`src/rtl/window_streamer_3x3.sv`:
```
// ---------------------------------------------------------------------------
// window_streamer_3x3
//
// Takes a raster-order pixel stream and emits every fully-inside 3x3
// neighbourhood (stride 1, no padding) as one packed word, together with the
// window's top-left coordinate. Two line buffers hold the previous two image
// rows. A two-column history register plus the incoming column forms the
// 3x3 window. The block re-arms for the next frame after the last pixel.
//
// Ports
//   clk, rst     clock; asynchronous active-high reset
//   in_pixel     pixel data, row-major order
//   in_valid     in_pixel valid
//   in_ready     block can accept a pixel this cycle
//   win_data     window, element k = 3*i+j (i = row from top, j = col from
//                left) at bits [k*DATA_W +: DATA_W]
//   win_valid    win_data / win_row / win_col valid
//   win_ready    downstream accepts the window
//   win_row      top-left row of the window, 0..IMG_H-3
//   win_col      top-left column of the window, 0..IMG_W-3
//   frame_done   one-cycle pulse after the frame's last window is consumed
//
// Handshakes: a pixel moves on a cycle with in_valid && in_ready. A window
// moves on a cycle with win_valid && win_ready. There is a single output
// register and no skid buffer, so in_ready = !win_valid || win_ready. While a
// window is stalled, the output register and the input are both frozen.
// ---------------------------------------------------------------------------
module window_streamer_3x3 #(
   parameter int IMG_H  = 28,
   parameter int IMG_W  = 28,
   parameter int DATA_W = 8
) (
   input  logic                       clk,
   input  logic                       rst,
   input  logic [DATA_W-1:0]          in_pixel,
   input  logic                       in_valid,
   output logic                       in_ready,
   output logic [9*DATA_W-1:0]        win_data,
   output logic                       win_valid,
   input  logic                       win_ready,
   output logic [$clog2(IMG_H)-1:0]   win_row,
   output logic [$clog2(IMG_W)-1:0]   win_col,
   output logic                       frame_done
);

   localparam int RW = $clog2(IMG_H);
   localparam int CW = $clog2(IMG_W);

   localparam logic [RW-1:0] ROW_LAST = RW'(IMG_H - 1);
   localparam logic [CW-1:0] COL_LAST = CW'(IMG_W - 1);
   localparam logic [RW-1:0] WROW_END = RW'(IMG_H - 3);
   localparam logic [CW-1:0] WCOL_END = CW'(IMG_W - 3);

   // line0 holds the row above the current one, line1 the row above that.
   // Neither is cleared by reset: rows 0/1 of every frame rewrite them before
   // any window can read them.
   logic [DATA_W-1:0] line0_q [IMG_W];
   logic [DATA_W-1:0] line1_q [IMG_W];

   // Two previous window columns, [row][0 = older, 1 = newer].
   logic [DATA_W-1:0] hist_q [3][2];
   logic [DATA_W-1:0] new_col [3];

   logic [CW-1:0]       col_q, col_d;
   logic [RW-1:0]       row_q, row_d;
   logic                win_valid_q, win_valid_d;
   logic [9*DATA_W-1:0] win_data_q, win_data_d;
   logic [RW-1:0]       win_row_q, win_row_d;
   logic [CW-1:0]       win_col_q, win_col_d;
   logic                frame_done_q, frame_done_d;

   logic accept;
   logic consume;
   logic emit;

   assign in_ready = !win_valid_q || win_ready;
   assign accept   = in_valid && in_ready;
   assign consume  = win_valid_q && win_ready;
   assign emit     = accept && (row_q >= RW'(2)) && (col_q >= CW'(2));

   // Incoming right-hand column, top to bottom.
   assign new_col[0] = line1_q[col_q];
   assign new_col[1] = line0_q[col_q];
   assign new_col[2] = in_pixel;

   // Raster position of the next pixel to be accepted.
   always_comb begin
      col_d = col_q;
      row_d = row_q;
      if (accept) begin
         if (col_q == COL_LAST) begin
            col_d = '0;
            row_d = (row_q == ROW_LAST) ? '0 : row_q + RW'(1);
         end else begin
            col_d = col_q + CW'(1);
         end
      end
   end

   // Output register. A load wins over a consume in the same cycle, so
   // back-to-back windows keep win_valid high.
   always_comb begin
      win_valid_d  = win_valid_q;
      win_data_d   = win_data_q;
      win_row_d    = win_row_q;
      win_col_d    = win_col_q;
      frame_done_d = consume && (win_row_q == WROW_END) && (win_col_q == WCOL_END);
      if (emit) begin
         win_valid_d = 1'b1;
         win_row_d   = row_q - RW'(2);
         win_col_d   = col_q - CW'(2);
         for (int i = 0; i < 3; i++) begin
            win_data_d[(3*i + 0)*DATA_W +: DATA_W] = hist_q[i][0];
            win_data_d[(3*i + 1)*DATA_W +: DATA_W] = hist_q[i][1];
            win_data_d[(3*i + 2)*DATA_W +: DATA_W] = new_col[i];
         end
      end else if (consume) begin
         win_valid_d = 1'b0;
      end
   end

   always_ff @(posedge clk or posedge rst) begin
      if (rst) begin
         col_q        <= '0;
         row_q        <= '0;
         win_valid_q  <= 1'b0;
         win_data_q   <= '0;
         win_row_q    <= '0;
         win_col_q    <= '0;
         frame_done_q <= 1'b0;
      end else begin
         col_q        <= col_d;
         row_q        <= row_d;
         win_valid_q  <= win_valid_d;
         win_data_q   <= win_data_d;
         win_row_q    <= win_row_d;
         win_col_q    <= win_col_d;
         frame_done_q <= frame_done_d;
      end
   end

   // Pixel storage: no reset needed, contents are only trusted once rewritten.
   always_ff @(posedge clk) begin
      if (accept) begin
         line1_q[col_q] <= line0_q[col_q];
         line0_q[col_q] <= in_pixel;
         for (int i = 0; i < 3; i++) begin
            hist_q[i][0] <= hist_q[i][1];
            hist_q[i][1] <= new_col[i];
         end
      end
   end

   assign win_valid  = win_valid_q;
   assign win_data   = win_data_q;
   assign win_row    = win_row_q;
   assign win_col    = win_col_q;
   assign frame_done = frame_done_q;

endmodule

```
`config.mk`:
```
export PLATFORM = sky130hd
export DESIGN_NAME = window_streamer_3x3
export DESIGN_NICKNAME = d
export VERILOG_FILES = /design/src/rtl/window_streamer_3x3.sv
export SDC_FILE = /design/constraint.sdc
export NUM_CORES = 1
export LEC_CHECK = 0
export BUFFER_PORTS_ARGS = -buffer_cell sky130_fd_sc_hd__buf_4
export CORE_MARGIN = 2
export CORE_UTILIZATION = 57
export CTS_BUF_LIST = sky130_fd_sc_hd__clkbuf_4 sky130_fd_sc_hd__clkbuf_8
export CTS_CLUSTER_SIZE = 25
export DETAILED_ROUTE_END_ITERATION = 8
export PLACE_DENSITY = 0.78
export SYNTH_ARGS = -nofsm -noshare
export SYNTH_HDL_FRONTEND = slang
export SYNTH_SLANG_ARGS = --single-unit
```
`constraint.sdc`:
```
create_clock -name clk -period 2.9 [get_ports clk]
set_input_delay 0.145 -clock clk [delete_from_list [all_inputs] [get_ports clk]]
set_output_delay 0.145 -clock clk [all_outputs]
set_load 0.005 [all_outputs]
```
==> Word level (Yosys, flattened, before mapping) <==
Memory sizes are Yosys's and may differ from the RTL's.
Index checks and enable logic that the tools add are counted.
{ "totals": {"romBits": 0, "regBits": 94, "latch_bits": 0, "memories": 3, "mem_bits_rw": 496} }
{ "classes": {"multipliers": 0, "n_div": 0, "n_reduce_logical": 10, "n_mux": 6, "n_eq_ne": 4, "n_addsub": 4, "magnitude_cmp": 2, "shift": 0, "bitwise_logic": 0} }
{ "mem_list": {"columns": ["memory", "words", "width", "read_ports", "rd_ports_with_merged_regs", "wr", "line_no", "rtl"], "rows": [
  ["line0_q", 28, 8, 1, 0, 1, "57", "logic [DATA_W-1:0] line0_q [IMG_W];"],
  ["line1_q", 28, 8, 1, 0, 1, "58", "logic [DATA_W-1:0] line1_q [IMG_W];"],
  ["hist_q", 3, 16, 3, 0, 3, "61", "logic [DATA_W-1:0] hist_q [3][2];"]
]} }
{ "ops": {"columns": ["operator", "n"], "rows": [
  ["5-bit == test, second input constant", 4],
  ["5-bit by 1-bit adder with 5-bit output, second input constant", 2],
  ["5-bit by 2-bit >= comparator with 1-bit output, second input constant", 2],
  ["5-bit 2-to-1 mux", 2],
  ["5-bit by 2-bit subtractor with 5-bit output, second input constant", 2],
  ["1-bit logical AND", 6],
  ["1-bit 2-to-1 mux", 4],
  ["2-bit AND reduction", 1],
  ["2-bit nonzero test", 1],
  ["1-bit zero test", 1],
  ["1-bit logical OR", 1]
]} }

==> Depth between registers and ports, before layout <==
Gate-level depths: netlist of run 1.
{ "logic_depth": {"word_depth": 6, "mapped_depth": 12, "depth_no_buf": 7} }

==> Worst setup path before layout of run 1 <==
Ideal clock, no wire load.
{ "synth_path": {"kind": "register to register", "startpoint": "register win_valid_q (netlist: win_valid)", "endpoint": "memory line0_q[16][0], enable pin", "path_slack_ns": 0.089, "setup_ns": 0.388, "t_arrival_ns": 2.423, "stages_incl_launch_ff": 6, "required_ns": 2.512, "path_cell_list": "dfrtp_1 > nand2b_1 > and2_1 > buf_2 > nand2_1 > nor2_1"} }
{ "synth_via": {"elab_chain_len": 5} }
{ "synth_lines": {"columns": ["item", "line_no", "rtl"], "rows": [
  ["from (decl)", "66", "logic win_valid_q, win_valid_d;"],
  ["from (signal assigned)", "134", "win_valid_q <= win_valid_d;"],
  ["1-bit zero test", "76", "assign in_ready = !win_valid_q || win_ready;"],
  ["1-bit logical OR", "76", null],
  ["named net in_ready", "37", "output logic in_ready,"],
  ["1-bit logical AND", "77", "assign accept = in_valid && in_ready;"],
  ["named net accept", "72", "logic accept;"],
  ["1-bit 2-to-1 mux", "144", "if (accept) begin"],
  ["1-bit 2-to-1 mux (not written as such)", "146", "line0_q[col_q] <= in_pixel;"],
  ["to (decl)", "57", null]
]} }
The timed path passes the listed nets, and every way through them passes these cells.

==> results of run 1 <==
worst paths after layout:
kind | end | slack [ns] | startpoint
worst max-delay path | win_data[40]$_DFFE_PP0P_ | 0.11 | col_q[0]$_DFFE_PP0P_
worst min-delay path | row_q[3]$_DFFE_PP0P_ | 0.05 | in_valid
worst max register to register | win_data[40]$_DFFE_PP0P_ | 0.11 | col_q[0]$_DFFE_PP0P_
worst min register to register | win_data[3]$_DFFE_PP0P_ | 0.45 | hist_q[0][11]$_DFFE_PP_
max in group asynchronous | win_data[55]$_DFFE_PP0P_ | 2.05 | rst
min in group asynchronous | win_data[40]$_DFFE_PP0P_ | 0.15 | rst
what timing repair did:
| item | 4_1_cts | 5_1_grt |
|---|---|---|
| endpoints found under the setup margin | 0 | 1 |
| gates resized for setup | 0 | 1 |
| hold buffers | 10 | 0 |
| endpoints found under the hold margin | 286 | 0 |
per-stage QoR:
| stage | power (W) | util (%) | hold WS [ns] | setup WS [ns] |
|---|---|---|---|---|
| final | 0.02845 | 67.66 | 0.05326 | 0.1056 |
| after CTS | 0.02847 | 67.65 | 0.02270 | 0.1055 |
| after detailed placement | 0.02184 | 62.90 | 0.2875 | 0.09382 |
| after floorplan | 0.01762 | - | 0.2439 | 0.08897 |
| after global placement | 0.02148 | 62.90 | 0.2762 | 0.1102 |
| after global routing | 0.02963 | 67.66 | 0.06722 | 0.04557 |
worst register-to-register path: cells and delay by family, from the launching register on:
family / cells / cell delay (ns)
AOI/OAI and AO/OA: 1 / 0.62
and+or+nand+nor: 1 / 0.13
muxes: 2 / 0.81
buffers and inverters: 2 / 0.47
DFF: 1 / 0.64
placed cells by master (no fill, tap or decap), drive strengths merged, types with 2 or more instances in the layout:
master       count
mux2i          190
dfrtp           94
nor2            34
nor4            15
o221ai           2
inv             11
ha              10
nor2b            2
clkinv          20
o21ai           14
nand4b           3
a211oi          15
dlygate4sd3     10
clkinvlp         2
nand4bb          5
edfxtp         496
nand2b           6
nand3           12
and2             2
buf            193
clkbuf         130
nor3             3
or3              4
nand2          203
mux2            18
or4b             4
xnor2            4
mux4            17
o22ai           92
and3             2
sequential cells by signal (all words and copies together) (netlist names):
signal	flops
hist_q	48
line0_q	224
win_valid	1
frame_done	1
line1_q	224
row_q	5
win_col	5
col_q	5
win_row	5
win_data	72
kinds of logic (layout without fill, tap and decap cells):
kind of cell	Yosys count	after routing
xor gates and xnor gates	5	5
AOI/OAI and AO/OA	130	130
adders and majority gates	10	10
and+or+nand+nor	299	299
other	0	1
DFF	590	590
muxes	225	225
buffers and inverters	80	367
report_power, final:
| group | internal [W] | leakage (nW) | switching, W | total, W |
|---|---|---|---|---|
| combinational | 0.00366 | 3.27 | 0.00539 | 0.00905 |
| sequential | 0.0120 | 5.67 | 0.000774 | 0.0128 |
| clock | 0.00360 | 0.930 | 0.00305 | 0.00665 |
area by class of cell:
class	count	share of cell area (%)
tap	518	2.467
clock buffer	130	6.048
clock inverter	25	0.5906
inverter	9	0.1381
timing repair buffer	203	6.563
antenna	1	0.009525
multi-input combinational	669	18.52
sequential	590	65.66
routing by layer:
layer,GRT usage [%],wire length [um]
met4,10.58,1763
met3,5.072,4468
met2,39.35,23630
met5,0,0
met1,34.65,20520
==> reports/results.tsv, run 1 <==
metric	value	unit
Yosys cell types	47	
Worst-Margin Slew	0.7243	ns
largest net degree at the start of global routing	76	
post-CTS setup buffer count	0	
Storage cell area	17250	sq um
Adder-Cell Fraction of Synth Area	0.5559	%
share of layout cells above drive strength 1	23.12	%
Setup TNS	0	ns
placed instance area	24420	sq um
post-synthesis compound-gate area fraction	3.686	%
status	finished, final reports clean	
non-filler cells, final	2145	
largest stage delay on the critical path	0.64	ns
list of most frequent post-synthesis cells	edfxtp_1, nand2_1, mux2i_1	
number of synthesized flops with an enable pin	496	
synth top area cells	edfxtp_1, dfrtp_1, mux2i_1, nand2_1, o22ai_1	
Hold Crit Depth	5	
final instance area	26270	sq um
Synth top area share	66.18	%
post-synthesis average cell area	16.81	sq um
Post-Synth Simple-Gate Area	5.815	%
Antenna Violating Nets Remaining	0	
Slew HR	51.71	%
post-synthesis register bit count	590	
nature of the critical path endpoint	flop	
critical path cell sequence	buf_12 -> mux4_2 -> a211oi_1 -> nand2_1 -> buf_4 -> mux2_4	
Setup CP Type	flop to flop	
CTS max path bufs	3	
Post-Syn Nets	1361	
DRC marker count from the first detailed-route iteration	1361	
post-synthesis mux area share	11.32	%
crit path max-delay cell type	dfrtp_1	
largest family of logic cells by synthesized area	multiplexers	
cts bufs inserted	89	
Via Count	12726	
post-synthesis xor/xnor area fraction	0.1946	%
Synth Warn #	0	
unrepaired setup endpoints after global routing	no	
die height	202.7	um
number of core rows	72	
Leakage Power	9.872	nW
startpoint type of the worst setup path	flop	
Worst-path clk slew	0.06	ns
CP Data Arrival Time	3.33	ns
I/O Buffers	96	
Starting Density	57.97	%
Routed WL	50390	um
I/O Pins	97	
Synth area leader	edfxtp_1	
placed instance count	1979	
core region area	38830	sq um
Die ar.	41090	sq um
synthesis-to-layout area growth	16.73	%
CTS tree	built	
H-tree depth	3	
Worst Clk Skew	0.03579	ns
CP delay by family, top	multiplexers	
Critical path buffers and inverters	2	
die width	202.7	um
via density per instance	5.933	
worst min path class	input pin to flop	
Fillers	2496	
fin crit period	2.794	ns
setup violators final	0	
number of antenna violations at the first check in global routing	0	
Slew Limit Fails	0	
clk_lat worst skew	0.66	ns
cell area after synthesis	22510	sq um
Max Cap Viol	0	
fin crit share	96.36	%
R2R depth	6	
area taken by multi-input logic gates	4866	sq um
PD cells	1083	nW/um^2
Max Clock Freq	357.9	MHz
Final nets	1584	
gr usage total	25.05	%
Root Buffer	clkbuf_8	
dpl hpwl	30580	um
DRC viols	0	
post-synthesis cell count	1339	
cell with the most instances after synthesis	edfxtp_1	
drt wl/cell	23.49	um
clock sinks	590	
Worst EP required	3.44	ns
number of iterations in the first detailed-routing pass	5	
sequential share of the synthesized area	76.63	%
grt ovf	0	
most used flip-flop cell after synthesis	edfxtp_1	
GP Congestion	0.9052	
Critical Path Fanout Max	30	
Post-synth ARST share	15.93	%
first-pass GRT wire length	76350	um
Max IR drop VDD	0.7093	mV
Final Hold Fails	0	
cell count along the critical path	6	
vias in the first global route	12960	
Power figures use the tool's default switching activity.
==> run 2, diff against run 1 <==
--- a/config.mk
+++ b/config.mk
@@ -12,6 +12,7 @@
 export CTS_CLUSTER_SIZE = 25
 export DETAILED_ROUTE_END_ITERATION = 8
 export PLACE_DENSITY = 0.78
+export RECOVER_POWER = 50
 export SYNTH_ARGS = -nofsm -noshare
 export SYNTH_HDL_FRONTEND = slang
 export SYNTH_SLANG_ARGS = --single-unit
==> run 2 against run 1 <==
  * The run now ends with capacitance limit, slew limit left
  * Worst setup slack better by 0.020 ns
  * Power is 0.47% lower
  * Clock-buffer cell count stayed put
  * Die area stayed put
  * Non-clock buffer count stayed put
  * Sequential cell count stayed put
  * Sequential power hardly changed
  * Fmax is 0.71% higher
  * Critical path type unchanged
  * Largest power group unchanged
  * Highest routed layer unchanged
==> reports/results.tsv, run 2 (synthesis results as in run 1) <==
metric	value	unit
status	finished with violations	
failing checks	capacitance limit, slew limit	
Worst-Margin Slew	1.930	ns
sw frac	32.38	%
clk_lat worst skew	0.66	ns
Max Clock Freq	360.4	MHz
number of antenna violations at the first check in global routing	0	
Clock power frac	23.5	%
Final Hold Fails	0	
commonest non-fill, non-tap cell in the layout	edfxtp_1	
HP Start	in_valid	
I/O Pins	97	
H-tree depth	3	
Die ar.	41090	sq um
Root Buffer	clkbuf_8	
reg-to-reg setup timing slack	0.13	ns
Antenna Violating Nets Remaining	0	
fin crit period	2.775	ns
Hold Crit Depth	5	
die height	202.7	um
first-pass GRT wire length	76350	um
RR Endpoint	win_data[42]$_DFFE_PP0P_	
Worst Clk Skew	0.03752	ns
Routed WL	50410	um
drt wl/cell	23.50	um
sequential share of power	45.0	%
GP Congestion	0.9052	
startpoint type of the worst setup path	flop	
largest net degree at the start of global routing	76	
PnR worst setup slack	0.1254	ns
Worst-path clk slew	0.06	ns
non-filler cells, final	2145	
fin crit share	95.68	%
cts bufs inserted	89	
DRC viols	0	
hold path endpoint	row_q[3]$_DFFE_PP0P_	
Critical Path Fanout Max	30	
Worst EP required	3.43	ns
Starting Density	57.97	%
commonest non-fill, non-tap cells in the layout	edfxtp_1, nand2_1, mux2i_1	
placed instance count	1979	
post-CTS setup buffer count	0	
Via Count	12738	
dpl hpwl	30580	um
Place WS	0.09382	ns
Slew Limit Fails	295	
number of iterations in the first detailed-routing pass	5	
Setup TNS	0	ns
CTS max path bufs	3	
core region area	38830	sq um
via density per instance	5.938	
Max IR drop VDD	0.7017	mV
worst min path class	input pin to flop	
Setup CP Type	flop to flop	
synthesis-to-layout area growth	16.27	%
CTS tree	built	
I/O Buffers	96	
clock sinks	590	
number of core rows	72	
CP Data Arrival Time	3.31	ns
Slew HR	-28.78	%
unrepaired setup endpoints after global routing	no	
R2R depth	6	
Comb pwr share	31.5	%
DRC marker count from the first detailed-route iteration	1417	
Psw	0.009170	W
Max Cap Viol	9	
Final nets	1584	
die width	202.7	um
Leakage Power	9.778	nW
PD cells	1082	nW/um^2
reg-to-reg startpoint	col_q[4]$_DFFE_PP0P_	
share of layout cells above drive strength 1	22.14	%
grt ovf	0	
vias in the first global route	12960	
Pint	0.01915	W
gr usage total	25.05	%
setup violators final	0	
nature of the critical path endpoint	flop	
run 2: changes by cell type in the layout (fill, tap and decap cells not counted):
cell | before | now
clkbuf_4 | 32 | 112
buf_12 | 14 | 13
inv_4 | 1 | 0
clkbuf_2 | 0 | 13
clkbuf_1 | 0 | 15
inv_1 | 7 | 8
buf_4 | 179 | 72
run 2: layout make-up:
cell class	instances	area (sq um)
inverter	9	33.78
tap	518	648.1
clock inverter	25	155.1
antenna	1	2.502
multi-input combinational	669	4866
clock buffer	130	1589
timing repair buffer	203	1623
fill	2524	12660
sequential	590	17250
run 2: power groups by stage:
stage               sequential, W  combinational (W)  clock [W]
floorplan                  0.0127            0.00496          0
global placement           0.0128            0.00865          0
detailed placement         0.0129            0.00893          0
CTS                        0.0127            0.00898    0.00675
global route               0.0129            0.00953    0.00711
finish                     0.0128            0.00892    0.00664
run 2: through the flow:
stage          utilization [%]  area, sq um  power [W]  hold slack [ns]
6_report                 67.39        26170    0.02832          0.04548
4_1_cts                  67.65        26270    0.02847          0.02270
5_1_grt                  67.39        26170    0.02953          0.06722
3_5_place_dp             62.90        24420    0.02184           0.2875
2_1_floorplan                -        22510    0.01762           0.2439
3_3_place_gp             62.90        24420    0.02148           0.2762
run 2: worst max-delay path by stage:
stage | slack, ns | depth (start not counted) | to | startpoint
after floorplan | 0.09 | 5 | line0_q[16][0]$_DFFE_PP_ | win_valid$_DFFE_PP0P_
after global placement | 0.11 | 7 | win_data[42]$_DFFE_PP0P_ | col_q[1]$_DFFE_PP0P_
after detailed placement | 0.09 | 6 | win_data[42]$_DFFE_PP0P_ | col_q[0]$_DFFE_PP0P_
after CTS | 0.11 | 6 | win_data[42]$_DFFE_PP0P_ | col_q[0]$_DFFE_PP0P_
after global routing | 0.05 | 6 | win_data[42]$_DFFE_PP0P_ | col_q[4]$_DFFE_PP0P_
final | 0.13 | 6 | win_data[42]$_DFFE_PP0P_ | col_q[4]$_DFFE_PP0P_
run 2: worst max-delay path: stages, from the launching register on:
cell	delay (ns)
dfrtp_1	0.65
or4b_1	0.53
o22ai_1	0.14
nor4_1	0.63
nand2_1	0.12
buf_4	0.28
mux2_4	0.29
run 2: repair_timing:
action / 4_1_cts / 5_1_grt
hold buffers: 10 / 0
endpoints found under the setup margin: 0 / 1
gates resized for setup: 0 / 1
endpoints found under the hold margin: 286 / 0
run 2: per-layer routing:
layer | GRT usage [%] | vias to the layer above | wire, um
met3 | 5.072 | 117 | 4453
met2 | 39.35 | 646 | 23560
met4 | 10.58 | 0 | 1861
met5 | 0 | - | 0
met1 | 34.65 | 6385 | 20530
li1 | - | 5590 | -
==> run 3, diff against run 2 <==
--- a/config.mk
+++ b/config.mk
@@ -5,9 +5,10 @@
 export SDC_FILE = /design/constraint.sdc
 export NUM_CORES = 1
 export LEC_CHECK = 0
+export ABC_AREA = 1
 export BUFFER_PORTS_ARGS = -buffer_cell sky130_fd_sc_hd__buf_4
 export CORE_MARGIN = 2
-export CORE_UTILIZATION = 57
+export CORE_UTILIZATION = 58
 export CTS_BUF_LIST = sky130_fd_sc_hd__clkbuf_4 sky130_fd_sc_hd__clkbuf_8
 export CTS_CLUSTER_SIZE = 25
 export DETAILED_ROUTE_END_ITERATION = 8
==> run 3 against run 2 <==
  * The flow still finishes with violations (capacitance limit, slew limit)
  * Fmax up 3.7%
  * Wire length grew 16%
  * Cell count up 49%
  * Cell area increased by 7.7%
  * Critical path depth up 2
  * Combinational power is 2.6% higher
  * Sequential share of layout area fell by 4.7 points
  * Via count is 34% higher
  * Synthesized cell count grew 80%
  * Power increased by 1.9%
  * Non-clock buffer count decreased by 33
  * Global-route usage rose by 1.7 points
==> reports/results.tsv, run 3 <==
metric	value	unit
synth top area cells	edfxtp_1, nand2_1, dfrtp_1, inv_1, nand3_1	
CP Data Arrival Time	3.12	ns
Max Cap Viol	9	
Max IR drop VDD	1.006	mV
Final Hold Fails	0	
Synth area leader	edfxtp_1	
die height	210.7	um
Root Buffer	clkbuf_8	
first-pass GRT wire length	90890	um
number of synthesized flops with an enable pin	496	
Setup CP Type	flop to flop	
vias in the first global route	16573	
Leakage Power	12.78	nW
number of iterations in the first detailed-routing pass	6	
gr usage total	26.78	%
Worst-Margin Slew	2.075	ns
area taken by multi-input logic gates	5669	sq um
share of layout cells above drive strength 1	12.10	%
setup violators final	0	
grt ovf	0	
Slew HR	-38.35	%
largest stage delay on the critical path	0.52	ns
antenna cell count	0	
crit path max-delay cell type	clkbuf_1	
Critical Path Most Common Cell	nand3_1	
unrepaired setup endpoints after global routing	no	
Final nets	2600	
Post-synth ARST share	15.93	%
Storage cell area	17250	sq um
sequential share of the synthesized area	69.62	%
placed instance count	3013	
I/O Pins	97	
Core Util, Final	67.06	%
Worst-path clk slew	0.06	ns
CTS tree	built	
CP delay by family, top	buffers and inverters	
Die ar.	44380	sq um
worst min path class	input pin to flop	
status	finished with violations	
GP Congestion	0.8560	
drt wl/cell	18.33	um
Synth Warn #	0	
cell area after synthesis	24770	sq um
Critical path buffers and inverters	4	
reg-to-reg setup timing slack	0.22	ns
die width	210.7	um
post-synthesis average cell area	10.25	sq um
via density per instance	5.336	
critical path cell sequence	clkinvlp_2 -> buf_12 -> clkbuf_1 -> nand3_1 -> a21oi_1 -> nor2_1 -> nand3_1 -> buf_4	
Routed WL	58500	um
commonest non-fill, non-tap cell in the layout	nand2_1	
Yosys cell types	26	
post-synthesis register bit count	590	
fin crit share	92.27	%
number of core rows	75	
Worst EP required	3.35	ns
DRC marker count from the first detailed-route iteration	2099	
Via Count	17031	
synthesis-to-layout area growth	13.80	%
most used flip-flop cell after synthesis	edfxtp_1	
non-filler cells, final	3192	
I/O Buffers	96	
clk_lat worst skew	0.68	ns
DRC viols	0	
clock sinks	590	
failing checks	capacitance limit, slew limit	
number of antenna violations at the first check in global routing	0	
commonest non-fill, non-tap cells in the layout	nand2_1, edfxtp_1, inv_1	
Synth top area share	60.13	%
PD cells	1024	nW/um^2
H-tree depth	3	
CTS max path bufs	3	
startpoint type of the worst setup path	flop	
cts bufs inserted	92	
Fillers	3026	
Starting Density	58.92	%
Post-Syn Nets	2438	
core region area	42040	sq um
post-CTS resize count	0	
list of most frequent post-synthesis cells	nand2_1, edfxtp_1, inv_1	
nature of the critical path endpoint	flop	
total power	0.02886	W
Antenna Violating Nets Remaining	0	
dpl hpwl	34050	um
Critical Path Fanout Max	94	
Max Clock Freq	373.7	MHz
Setup TNS	0	ns
post-synthesis cell count	2416	
Worst Clk Skew	0.05142	ns
largest net degree at the start of global routing	128	
cell with the most instances after synthesis	nand2_1	
Slew Limit Fails	290	
fin crit period	2.676	ns
==> run 3: cell types whose count changed after synthesis, sizes merged, moves of 15 or more <==
cell,before,now
nand2,203,1071
inv,8,342
mux2i,190,0
nand3,12,176
o22ai,92,2
buf,49,86
nor2,34,68
a21oi,1,21
mux2,18,0
mux4,17,0
a211oi,15,0
nor4,15,0
==> run 3: path summary, 6_finish.rpt <==
kind | start | end | cells after the start
min in group asynchronous | rst | win_data[54]$_DFFE_PP0P_ | 3
worst max register to register | col_q[1]$_DFFE_PP0P_ | line1_q[14][2]$_DFFE_PP_ | 8
worst max-delay path | col_q[1]$_DFFE_PP0P_ | line1_q[14][2]$_DFFE_PP_ | 8
max in group asynchronous | rst | col_q[1]$_DFFE_PP0P_ | 3
worst min register to register | hist_q[2][13]$_DFFE_PP_ | win_data[53]$_DFFE_PP0P_ | 2
worst min-delay path | in_valid | col_q[3]$_DFFE_PP0P_ | 4
==> run 3: cells by family (layout without fill, tap and decap cells) <==
group | count (synthesis) | count (layout) | share of synthesized area [%]
xor gates and xnor gates | 5 | 5 | 0.1768
DFF | 590 | 590 | 69.62
adders and majority gates | 10 | 10 | 0.5051
buffers and inverters | 444 | 681 | 7.511
AOI/OAI and AO/OA | 47 | 47 | 0.9597
and+or+nand+nor | 1320 | 1320 | 21.22
==> run 3: area by class of cell <==
class / count / area share, %
tap: 539 / 2.392
clock buffer: 134 / 5.765
clock inverter: 35 / 1.300
inverter: 342 / 4.580
sequential: 590 / 61.19
multi-input combinational: 1382 / 20.11
timing repair buffer: 170 / 4.660
==> run 3: timing repair <==
| action | CTS | global route |
|---|---|---|
| endpoints found under the hold margin | 277 | 0 |
| hold buffers | 10 | 0 |
| setup endpoints to repair | 0 | 0 |
| buffers inserted | 0 | 0 |
==> run 3: report_power, final <==
group | internal, W | switching [W]
Clock | 0.00425 | 0.00324
Sequential | 0.0116 | 0.000597
Combinational | 0.00266 | 0.00649
Total | 0.0185 | 0.0103
==> run 3: through the flow <==
| stage | setup slack (ns) | hold WS (ns) | cell area [sq um] |
|---|---|---|---|
| 2_1_floorplan | -0.03276 | 0.2439 | 24770 |
| 3_3_place_gp | 0.5604 | 0.2352 | 26190 |
| 3_5_place_dp | 0.4569 | 0.2442 | 26190 |
| 4_1_cts | 0.4382 | 0.07770 | 28290 |
| 5_1_grt | 0.1407 | 0.1129 | 28190 |
| 6_report | 0.2241 | 0.1165 | 28190 |
==> run 3: metal layers <==
layer / vias up / wire, um / GRT usage (%)
met5: - / 0 / 0
met4: 0 / 2037 / 11.02
met3: 116 / 5475 / 4.490
met2: 872 / 27270 / 42.65
met1: 8076 / 23720 / 37.13
li1: 7967 / - / -
==> run 3: tightest hold or removal path: cells and delay by family <==
family / cells / cell delay, ns
AO/OA/AOI/OAI: 2 / 0.30
buffers and inverters: 1 / 0.08
AND/OR/NAND/NOR: 1 / 0.20
